===== src/rtl/reg_writeback_pkg.sv =====
// Shared types for the writeback stage: word/address typedefs and the halt FSM state.
package reg_writeback_pkg;

    localparam int WB_WORD_W = 16;
    localparam int WB_NREG   = 16;
    localparam int WB_ADDR_W = 4;
    localparam int WB_DEPTH  = 2;

    typedef logic [WB_WORD_W-1:0] block;
    typedef logic [WB_ADDR_W-1:0] reg_addr_t;

    typedef enum logic [1:0] {
        RUN    = 2'd0,
        DRAIN  = 2'd1,
        HALTED = 2'd2
    } wb_state_t;

endpackage


===== src/rtl/wb_pending_fifo.sv =====
// In-order {addr, data} buffer for execute writes that lost the write port.
// Entry 0 is always the oldest; all entries are exposed for the read bypass.
module wb_pending_fifo #(
    parameter int DEPTH  = 2,
    parameter int WORD_W = 16,
    parameter int AW     = 4,
    localparam int CW    = $clog2(DEPTH + 1)
) (
    input  logic                           clk,
    input  logic                           rst,
    input  logic                           push_i,
    input  logic [AW-1:0]                  push_addr_i,
    input  logic [WORD_W-1:0]              push_data_i,
    input  logic                           pop_i,
    output logic [CW-1:0]                  count_o,
    output logic [DEPTH-1:0][AW-1:0]       ent_addr_o,
    output logic [DEPTH-1:0][WORD_W-1:0]   ent_data_o,
    output logic [DEPTH-1:0]               ent_valid_o
);

    logic [DEPTH-1:0][AW-1:0]     addr_q, addr_d;
    logic [DEPTH-1:0][WORD_W-1:0] data_q, data_d;
    logic [CW-1:0]                count_q, count_d;

    // Pop shifts toward entry 0 first, so a same-cycle push lands right after the survivors.
    always_comb begin
        addr_d  = addr_q;
        data_d  = data_q;
        count_d = count_q;
        if (pop_i && (count_q != '0)) begin
            for (int i = 0; i < DEPTH - 1; i++) begin
                addr_d[i] = addr_q[i+1];
                data_d[i] = data_q[i+1];
            end
            count_d = count_q - CW'(1);
        end else begin
            count_d = count_q;
        end
        if (push_i && (count_d != CW'(DEPTH))) begin
            for (int i = 0; i < DEPTH; i++) begin
                if (CW'(i) == count_d) begin
                    addr_d[i] = push_addr_i;
                    data_d[i] = push_data_i;
                end else begin
                    addr_d[i] = addr_d[i];
                end
            end
            count_d = count_d + CW'(1);
        end else begin
            count_d = count_d;
        end
    end

    // Entry storage and occupancy.
    always_ff @(posedge clk or posedge rst) begin
        if (rst) begin
            addr_q  <= '0;
            data_q  <= '0;
            count_q <= '0;
        end else begin
            addr_q  <= addr_d;
            data_q  <= data_d;
            count_q <= count_d;
        end
    end

    // Per-entry valid derived from occupancy.
    always_comb begin
        for (int i = 0; i < DEPTH; i++) begin
            ent_valid_o[i] = (CW'(i) < count_q);
        end
    end

    assign count_o    = count_q;
    assign ent_addr_o = addr_q;
    assign ent_data_o = data_q;

endmodule


===== src/rtl/reg_writeback.sv =====
// Writeback stage: register array with one write port shared by the mem and exe
// streams, a pending buffer for displaced exe writes, full read bypass, and halt drain.
module reg_writeback
    import reg_writeback_pkg::*;
#(
    parameter int WORD_W = WB_WORD_W,
    parameter int NREG   = WB_NREG,
    parameter int DEPTH  = WB_DEPTH,
    localparam int AW    = $clog2(NREG),
    localparam int CW    = $clog2(DEPTH + 1)
) (
    input  logic              clk,
    input  logic              rst,
    input  logic              do_mem_reg_write,
    input  logic [WORD_W-1:0] mem_value,
    input  logic [AW-1:0]     mem_reg_addr,
    input  logic              do_exe_reg_write,
    input  logic [WORD_W-1:0] exe_value,
    input  logic [AW-1:0]     exe_reg_addr,
    input  logic [AW-1:0]     rd_addr_a,
    input  logic [AW-1:0]     rd_addr_b,
    output logic [WORD_W-1:0] rd_data_a,
    output logic [WORD_W-1:0] rd_data_b,
    output logic              wb_stall,
    input  logic              do_halt,
    output logic              halted
);

    wb_state_t                    state_q, state_d;
    logic [WORD_W-1:0]            regs_q [NREG];
    logic [CW-1:0]                count_s;
    logic [DEPTH-1:0][AW-1:0]     ent_addr_s;
    logic [DEPTH-1:0][WORD_W-1:0] ent_data_s;
    logic [DEPTH-1:0]             ent_valid_s;

    logic              accept_s, mem_ok_s, exe_ok_s;
    logic              push_s, pop_s, we_s;
    logic [AW-1:0]     waddr_s;
    logic [WORD_W-1:0] wdata_s;

    wb_pending_fifo #(
        .DEPTH  (DEPTH),
        .WORD_W (WORD_W),
        .AW     (AW)
    ) u_fifo (
        .clk         (clk),
        .rst         (rst),
        .push_i      (push_s),
        .push_addr_i (exe_reg_addr),
        .push_data_i (exe_value),
        .pop_i       (pop_s),
        .count_o     (count_s),
        .ent_addr_o  (ent_addr_s),
        .ent_data_o  (ent_data_s),
        .ent_valid_o (ent_valid_s)
    );

    // Write-port arbitration: mem wins, then the buffer head, then a direct exe write.
    always_comb begin
        accept_s = (state_q != HALTED);
        wb_stall = (count_s == CW'(DEPTH)) && do_mem_reg_write && do_exe_reg_write;
        mem_ok_s = accept_s && do_mem_reg_write && (mem_reg_addr != '0);
        exe_ok_s = accept_s && do_exe_reg_write && (exe_reg_addr != '0) && !wb_stall;
        push_s   = 1'b0;
        pop_s    = 1'b0;
        we_s     = 1'b0;
        waddr_s  = '0;
        wdata_s  = '0;
        if (accept_s && do_mem_reg_write) begin
            we_s    = mem_ok_s;
            waddr_s = mem_reg_addr;
            wdata_s = mem_value;
            push_s  = exe_ok_s;
        end else if (accept_s && (count_s != '0)) begin
            pop_s   = 1'b1;
            we_s    = 1'b1;
            waddr_s = ent_addr_s[0];
            wdata_s = ent_data_s[0];
            push_s  = exe_ok_s;
        end else if (exe_ok_s) begin
            we_s    = 1'b1;
            waddr_s = exe_reg_addr;
            wdata_s = exe_value;
        end else begin
            we_s    = 1'b0;
        end
    end

    // Register array; address 0 is never written because writers filter it out.
    always_ff @(posedge clk or posedge rst) begin
        if (rst) begin
            for (int i = 0; i < NREG; i++) begin
                regs_q[i] <= '0;
            end
        end else if (we_s) begin
            regs_q[waddr_s] <= wdata_s;
        end else begin
            regs_q[0] <= '0;
        end
    end

    // Later assignments take priority: array, buffer oldest-to-newest, mem, exe, then r0.
    function automatic logic [WORD_W-1:0] bypass_read(
        input logic [AW-1:0]                ra,
        input logic [WORD_W-1:0]            arr_val,
        input logic [DEPTH-1:0][AW-1:0]     e_addr,
        input logic [DEPTH-1:0][WORD_W-1:0] e_data,
        input logic [DEPTH-1:0]             e_valid,
        input logic                         m_ok,
        input logic [AW-1:0]                m_addr,
        input logic [WORD_W-1:0]            m_val,
        input logic                         x_ok,
        input logic [AW-1:0]                x_addr,
        input logic [WORD_W-1:0]            x_val
    );
        logic [WORD_W-1:0] res;
        res = arr_val;
        for (int i = 0; i < DEPTH; i++) begin
            if (e_valid[i] && (e_addr[i] == ra)) res = e_data[i];
        end
        if (m_ok && (m_addr == ra)) res = m_val;
        if (x_ok && (x_addr == ra)) res = x_val;
        if (ra == '0) res = '0;
        return res;
    endfunction

    // Combinational read ports.
    always_comb begin
        rd_data_a = bypass_read(rd_addr_a, regs_q[rd_addr_a], ent_addr_s, ent_data_s,
                                ent_valid_s, mem_ok_s, mem_reg_addr, mem_value,
                                exe_ok_s, exe_reg_addr, exe_value);
        rd_data_b = bypass_read(rd_addr_b, regs_q[rd_addr_b], ent_addr_s, ent_data_s,
                                ent_valid_s, mem_ok_s, mem_reg_addr, mem_value,
                                exe_ok_s, exe_reg_addr, exe_value);
    end

    // Halt FSM next state.
    always_comb begin
        state_d = state_q;
        case (state_q)
            RUN: begin
                if (do_halt) state_d = DRAIN;
                else         state_d = RUN;
            end
            DRAIN: begin
                if ((count_s == '0) && !do_mem_reg_write && !do_exe_reg_write) state_d = HALTED;
                else                                                          state_d = DRAIN;
            end
            HALTED:  state_d = HALTED;
            default: state_d = RUN;
        endcase
    end

    // Halt FSM state register.
    always_ff @(posedge clk or posedge rst) begin
        if (rst) begin
            state_q <= RUN;
        end else begin
            state_q <= state_d;
        end
    end

    assign halted = (state_q == HALTED);

endmodule


===== config.mk =====
export PLATFORM = sky130hd
export DESIGN_NAME = reg_writeback
export DESIGN_NICKNAME = d
export VERILOG_FILES = /design/src/rtl/reg_writeback_pkg.sv /design/src/rtl/wb_pending_fifo.sv /design/src/rtl/reg_writeback.sv
export SDC_FILE = /design/constraint.sdc
export NUM_CORES = 1
export LEC_CHECK = 0
export CORE_MARGIN = 2
export CORE_UTILIZATION = 50
export DETAILED_ROUTE_END_ITERATION = 8
export GPL_ROUTABILITY_DRIVEN = 0
export HOLD_SLACK_MARGIN = 0.1
export PLACE_DENSITY_LB_ADDON = 0.2
export SYNTH_ARGS = -nofsm -noshare
export SYNTH_HDL_FRONTEND = slang
export SYNTH_SLANG_ARGS = --single-unit

===== constraint.sdc =====
create_clock -name clk -period 17.9 [get_ports clk]
set_clock_uncertainty 0.2 [all_clocks]
set_input_delay 3.58 -clock clk [delete_from_list [all_inputs] [get_ports clk]]
set_output_delay 3.58 -clock clk [all_outputs]
set_load 0.02 [all_outputs]

==> results of run 1 <==
## worst paths after layout
path / startpoint / end / depth (start not counted)
max: rd_addr_a[0] / rd_data_a[5] / 7
min: state_q[1] / state_q[0] / 1
max reg2reg: state_q[0] / u_fifo.ent_data_o[28] / 12
min reg2reg: state_q[1] / state_q[0] / 1
max in group asynchronous: rst / u_fifo.ent_data_o[23] / 4
min in group asynchronous: rst / regs_q[46] / 2
## stage by stage
stage | instance area, um2 | util [%]
after floorplan | 18200 | -
after global routing | 20300 | 56.9
after CTS | 20300 | 56.9
after detailed placement | 19300 | 53.9
final | 20300 | 56.9
after global placement | 19300 | 53.9
## registers in the layout (all words and copies together), names as in the netlist
| name | cells |
|---|---|
| regs_q | 256 |
| u_fifo.ent_data_o | 32 |
| u_fifo.ent_addr_o | 8 |
| state_q | 2 |
| u_fifo.count_o | 2 |
## power groups by stage
stage | registers [W] | logic [W] | clock network, W
floorplan | 0.00117 | 0.00106 | 0
global placement | 0.00127 | 0.00138 | 0
detailed placement | 0.00128 | 0.00141 | 0
CTS | 0.00127 | 0.00142 | 0.000696
global route | 0.00132 | 0.00152 | 0.000724
finish | 0.00129 | 0.00143 | 0.000684
## critical path, delay by kind of cell
| kind | cells | cell delay [ns] |
|---|---|---|
| buffers and inverters | 2 | 1.51 |
| AOI/OAI and AO/OA | 2 | 0.63 |
| and+or+nand+nor | 2 | 1.66 |
| xor gates and xnor gates | 1 | 0.20 |
## cells in the mapped netlist, types with 18 or more instances
library cell / count
nand2_1: 50
mux2i_1: 31
a21oi_1: 22
a31oi_1: 18
mux2_2: 262
inv_1: 22
o31ai_1: 23
a221o_1: 20
o211ai_1: 19
nor3_1: 64
a22o_1: 19
clkbuf_1: 70
xnor2_1: 24
mux4_2: 126
a2111oi_0: 24
a22oi_1: 49
nor2_1: 35
dfrtp_1: 300
buf_2: 47
nand3_1: 20
## cells by family (layout without fill, tap and decap cells)
| family | after synthesis | in the layout | share of synthesized area [%] |
|---|---|---|---|
| adder cells (fa/ha/maj) | 6 | 6 | 0.411 |
| XOR/XNOR | 34 | 34 | 1.63 |
| multiplexers | 420 | 420 | 33.5 |
| buffers and inverters | 165 | 199 | 4.13 |
| AND/OR/NAND/NOR | 275 | 275 | 8.43 |
| AO/OA/AOI/OAI | 247 | 247 | 10.8 |
| flip-flops | 300 | 300 | 41.1 |
## area by class of cell
cell class	instances	area [um2]	area share [%]
multi-input cells	982	10000	49.2
flip-flops and latches	300	7510	36.9
repair buffers	118	1080	5.33
clock buffers	51	1020	4.99
well taps	461	577	2.84
inverters	23	93.8	0.461
clock inverters	7	63.8	0.314
## routing by layer
layer / routed length (um) / part of all wire, % / vias up
li1: - / - / 5698
met1: 22500 / 39 / 6996
met2: 26800 / 47 / 828
met3: 5830 / 10 / 161
met4: 2270 / 4.0 / 4
met5: 25 / 0.043 / -
==> impl_metrics.tcl, run 1 <==
set metrics [dict create \
    ios 87 \
    grt-ovfl-total 0 \
    tightestPinTransition_ns 1.20 \
    start_kind "primary input" \
    cp.arrival_ns 7.59 \
    drtIter0Drc 1315 \
    diodes 0 \
    ctsHoldBuffers 0 \
    yosysWarnings 0 \
    cts_post_setup_buffers_inserted 0 \
    p_leak_nw 8.31 \
    syn_nets 1506 \
    max_stage_delay_ns 0.97 \
    ys_ff_latch 300 \
    yosys-top-cells-area "dfrtp_1 41%, mux2_2 16%, mux4_2 16%" \
    fmax_ghz 0.0879 \
    finalWorstSetupSlack_ns 6.53 \
    num_rows 69 \
    initial_core_util_pct 51.1 \
    met3_usage_pct 8.13 \
    status "completed" \
    power_switching_share_pct 37.1 \
    vias 13700 \
    area_growth_pct 11.5 \
    dp_slack_ns 6.62 \
    die_y_um 195 \
    cp_max_fo 31 \
    clk_latency_ns 0.52 \
    avgSynthCellArea_um2 12.6 \
    ant_nets 0 \
    power.total_w 0.00341 \
    hold_viol 0 \
    async_reset_ff_share_pct 100 \
    dp_hpwl_um 37100 \
    tns_ns 0 \
    p_seq_share_pct 37.8 \
    clk_pin_slew_worst_paths_ns 0.06 \
    cts.sinks 300 \
    grt_max_degree 85 \
    grt_util_all_layers_pct 30.5 \
    seq_area_frac_synth_pct 41.1 \
    synthCells 1447 \
    rsz0062_at_grt "false" \
    final-instance-count-excl-fill 1942 \
    layout_commonest_cell "dfrtp_1" \
    hp-class "flop to flop" \
    grt.met1_usage_pct 40.5 \
    p_per_area_nw_per_um2 167 \
    drc 0 \
    h-tree-depth 2 \
    syn_area_um2 18200 \
    die-area_um2 38000 \
    wl_per_cell_um 29.6 \
    synth_area_leader_cell "dfrtp_1" \
    report.final.slew_viol_count 0 \
    cp-end-kind "output port" \
    peakVddDrop_mv 0.0675 \
    layout.nets 1518 \
    grt_pass1_wl_um 88300 \
    synth_edf_count 0 \
    io_buffers 86 \
    reg2reg_slack_ns 13.12 \
    max-slew-margin-rel_pct 19.0 \
    maxCapViolations 0 \
    finalCritPeriodShare_pct 63.5 \
    p_clk_share_pct 20.1 \
    cts_tree "yes" \
    yosysTopAreaCellShare_pct 41.1 \
    ys.flop_type "dfrtp_1" \
    critPathKind "primary input to output port" \
    yosysUniqueCellTypes 70 \
    layout_common_cells "300 x dfrtp_1, 262 x mux2_2, 126 x mux4_2" \
    p_switching_w 0.00126 \
    crit_path_top_delay_cell "nor2_1" \
    period_needed_ns 11.37 \
    clk_path_buf_depth 3 \
    firstDrtPassIters 8 \
    critPathRequiredTime_ns 14.12 \
    comb_power_share_pct 42.1 \
    path_cells "clkdlybuf4s50_1 > xnor2_1 > nand3_1 > nor2_1 > a2111oi_0 > o31ai_1 > clkdlybuf4s50_1" \
    gr-usage-met2_pct 48.0 \
    fillers 2881 \
    root_buffer "clkbuf_16" \
    drive_above_1_share_pct 34.1 \
    die_w_um 195 \
    p_int_w 0.00214 \
    hold_ws_ns 0.254 \
    grt.busiest_layer "met2" \
    crit_top_cell "clkdlybuf4s50_1" \
    setup_violations 0 \
    coreArea_um2 35700 \
    vias_per_cell 7.05 \
    cts_buffers 34 \
    grt_pass1_vias 13700 \
    antenna_found_initial 3 \
    dp_cells 1884 \
    post_cts_resized 0 \
    wirelength_um 57500 \
]
No activity file was read; power rests on OpenSTA's default activity.
==> inputs of run 2 (changes only) <==
- clock period: 17.9 -> 9.45 ns (I/O delays scaled with it)
==> run 2 against run 1 <==
Routed wire length decreased by 0.19%. First-iteration DRC count rose by 9.6%. Sequential power up 89%. Power is 92% higher. Cell area grew 0.67%. Hold slack got worse by 0.0013 ns. Largest power group unchanged. Flip-flop and latch count did not move.
==> impl_metrics.tcl, run 2 (synthesis results as in run 1) <==
set metrics [dict create \
    die_y_um 195 \
    drtIter0Drc 1441 \
    cp_max_fo 16 \
    clk_pin_slew_worst_paths_ns 0.06 \
    root_buffer "clkbuf_16" \
    grt_max_degree 137 \
    grt-ovfl-total 0 \
    clk_path_buf_depth 3 \
    final-instance-count-excl-fill 1952 \
    dp_cells 1890 \
    start_kind "primary input" \
    report.final.slew_viol_count 0 \
    grt_util_all_layers_pct 30.5 \
    tns_ns 0 \
    wl_met2_um 26500 \
    top_layer_used "met4" \
    min_to "state_q[0]" \
    startpoint "rd_addr_b[2]" \
    cts.sinks 300 \
    diodes 0 \
    largest_register_ffs 256 \
    crit-reg2reg-launch "state_q[0]" \
    ctsHoldBuffers 0 \
    crit_path_top_delay_cell "a22oi_1" \
    firstDrtPassIters 5 \
    max-slew-margin-rel_pct 5.86 \
    tightestPinTransition_ns 1.41 \
    layout.nets 1525 \
    ant_nets 0 \
    h-tree-depth 2 \
    regMostFlops "regs_q" \
    die-area_um2 38000 \
    critPathRequiredTime_ns 7.36 \
    power_switching_share_pct 37.2 \
    path_cells "clkdlybuf4s50_1 > xnor2_1 > and4_1 > a22oi_1 > nand4_1 > a32o_1 > clkdlybuf4s50_1" \
    grt_pass1_wl_um 88100 \
    layout_commonest_cell "dfrtp_1" \
    vias_per_cell 7.09 \
    status "completed" \
    comb_power_share_pct 42.0 \
    initial_core_util_pct 51.1 \
    vias 13800 \
    wl_per_cell_um 29.4 \
    final_util_pct 57.3 \
    crit_top_cell "clkdlybuf4s50_1" \
    max_stage_delay_ns 1.13 \
    area_growth_pct 12.2 \
    p_per_area_nw_per_um2 319 \
    hold_depth 1 \
    peakVddDrop_mv 0.134 \
    regToRegEndpoint "regs_q[186]" \
    p_clk_share_pct 20.7 \
    antenna_found_initial 1 \
    drive_above_1_share_pct 34.5 \
    fillers 2925 \
    period_needed_ns 8.10 \
    p_leak_nw 8.37 \
    critPathKind "primary input to output port" \
    die_w_um 195 \
    dp_hpwl_um 37300 \
    wirelength_um 57400 \
    cp.arrival_ns 6.01 \
    met3WireLength_um 5590 \
    io_buffers 86 \
    p_switching_w 0.00243 \
    grt_pass1_vias 13800 \
    ios 87 \
    fmax_ghz 0.124 \
    p_int_w 0.00411 \
    reg2reg_slack_ns 5.56 \
    hp-start "state_q[1]" \
    num_rows 69 \
    maxCapViolations 0 \
    cts_buffers 35 \
    coreArea_um2 35700 \
    layout_common_cells "300 x dfrtp_1, 262 x mux2_2, 126 x mux4_2" \
    finalCritPeriodShare_pct 85.7 \
    post_cts_resized 0 \
    cts_post_setup_buffers_inserted 0 \
    m1WireLength_um 22800 \
    hold_viol 0 \
    cts_tree "yes" \
    drc 0 \
    setup_violations 0 \
    cp-end-kind "output port" \
    hp-class "flop to flop" \
    clk_latency_ns 0.54 \
    rsz0062_at_grt "false" \
    worst-r2r-cell-count 7 \
    p_seq_share_pct 37.2 \
]
run 2: power by group through the flow:
stage | combinational (W) | clock (W) | sequential (W)
floorplan | 0.00200 | 0 | 0.00221
global placement | 0.00265 | 0 | 0.00240
detailed placement | 0.00270 | 0 | 0.00242
CTS | 0.00271 | 0.00137 | 0.00241
global route | 0.00291 | 0.00143 | 0.00250
finish | 0.00275 | 0.00136 | 0.00244
run 2: area by class of cell:
type | instances | area [um2] | share of cell area (%)
Clock inverter | 11 | 123 | 0.599
Timing Repair Buffer | 124 | 1150 | 5.63
Tap cell | 461 | 577 | 2.82
Inverter | 23 | 90.1 | 0.440
Sequential cell | 300 | 7510 | 36.7
Multi-Input combinational cell | 982 | 10000 | 48.8
Clock buffer | 51 | 1030 | 5.02
run 2: per-layer routing:
layer	track usage (%)	up-vias
met3	7.03	165
met4	13.5	0
met1	41.1	7150
met2	47.7	813
li1	-	5721
met5	0	-
run 2: worst max-delay path, delay by kind of cell:
kind	cells	cell delay, ns
buf+inv	2	1.55
simple gates	2	0.82
xor+xnor	1	0.18
compound gates	2	1.54
run 2: worst max-delay path by stage:
stage	endpoint	cells past startpoint
2_1_floorplan	regs_q[0]	1
3_3_place_gp	rd_data_b[6]	7
3_5_place_dp	rd_data_b[6]	7
4_1_cts	rd_data_b[6]	7
5_1_grt	rd_data_b[0]	7
6_report	rd_data_b[6]	7
run 2: through the flow:
| stage | hold slack, ns | setup WS, ns | total power [W] | instance area [um2] |
|---|---|---|---|---|
| after floorplan | 0.219 | 3.37 | 0.00421 | 18300 |
| after global placement | 0.227 | 1.61 | 0.00505 | 19300 |
| after detailed placement | 0.249 | 1.51 | 0.00513 | 19300 |
| after CTS | 0.255 | 1.51 | 0.00649 | 20500 |
| after global routing | 0.270 | 1.32 | 0.00684 | 20500 |
| final | 0.253 | 1.35 | 0.00654 | 20500 |
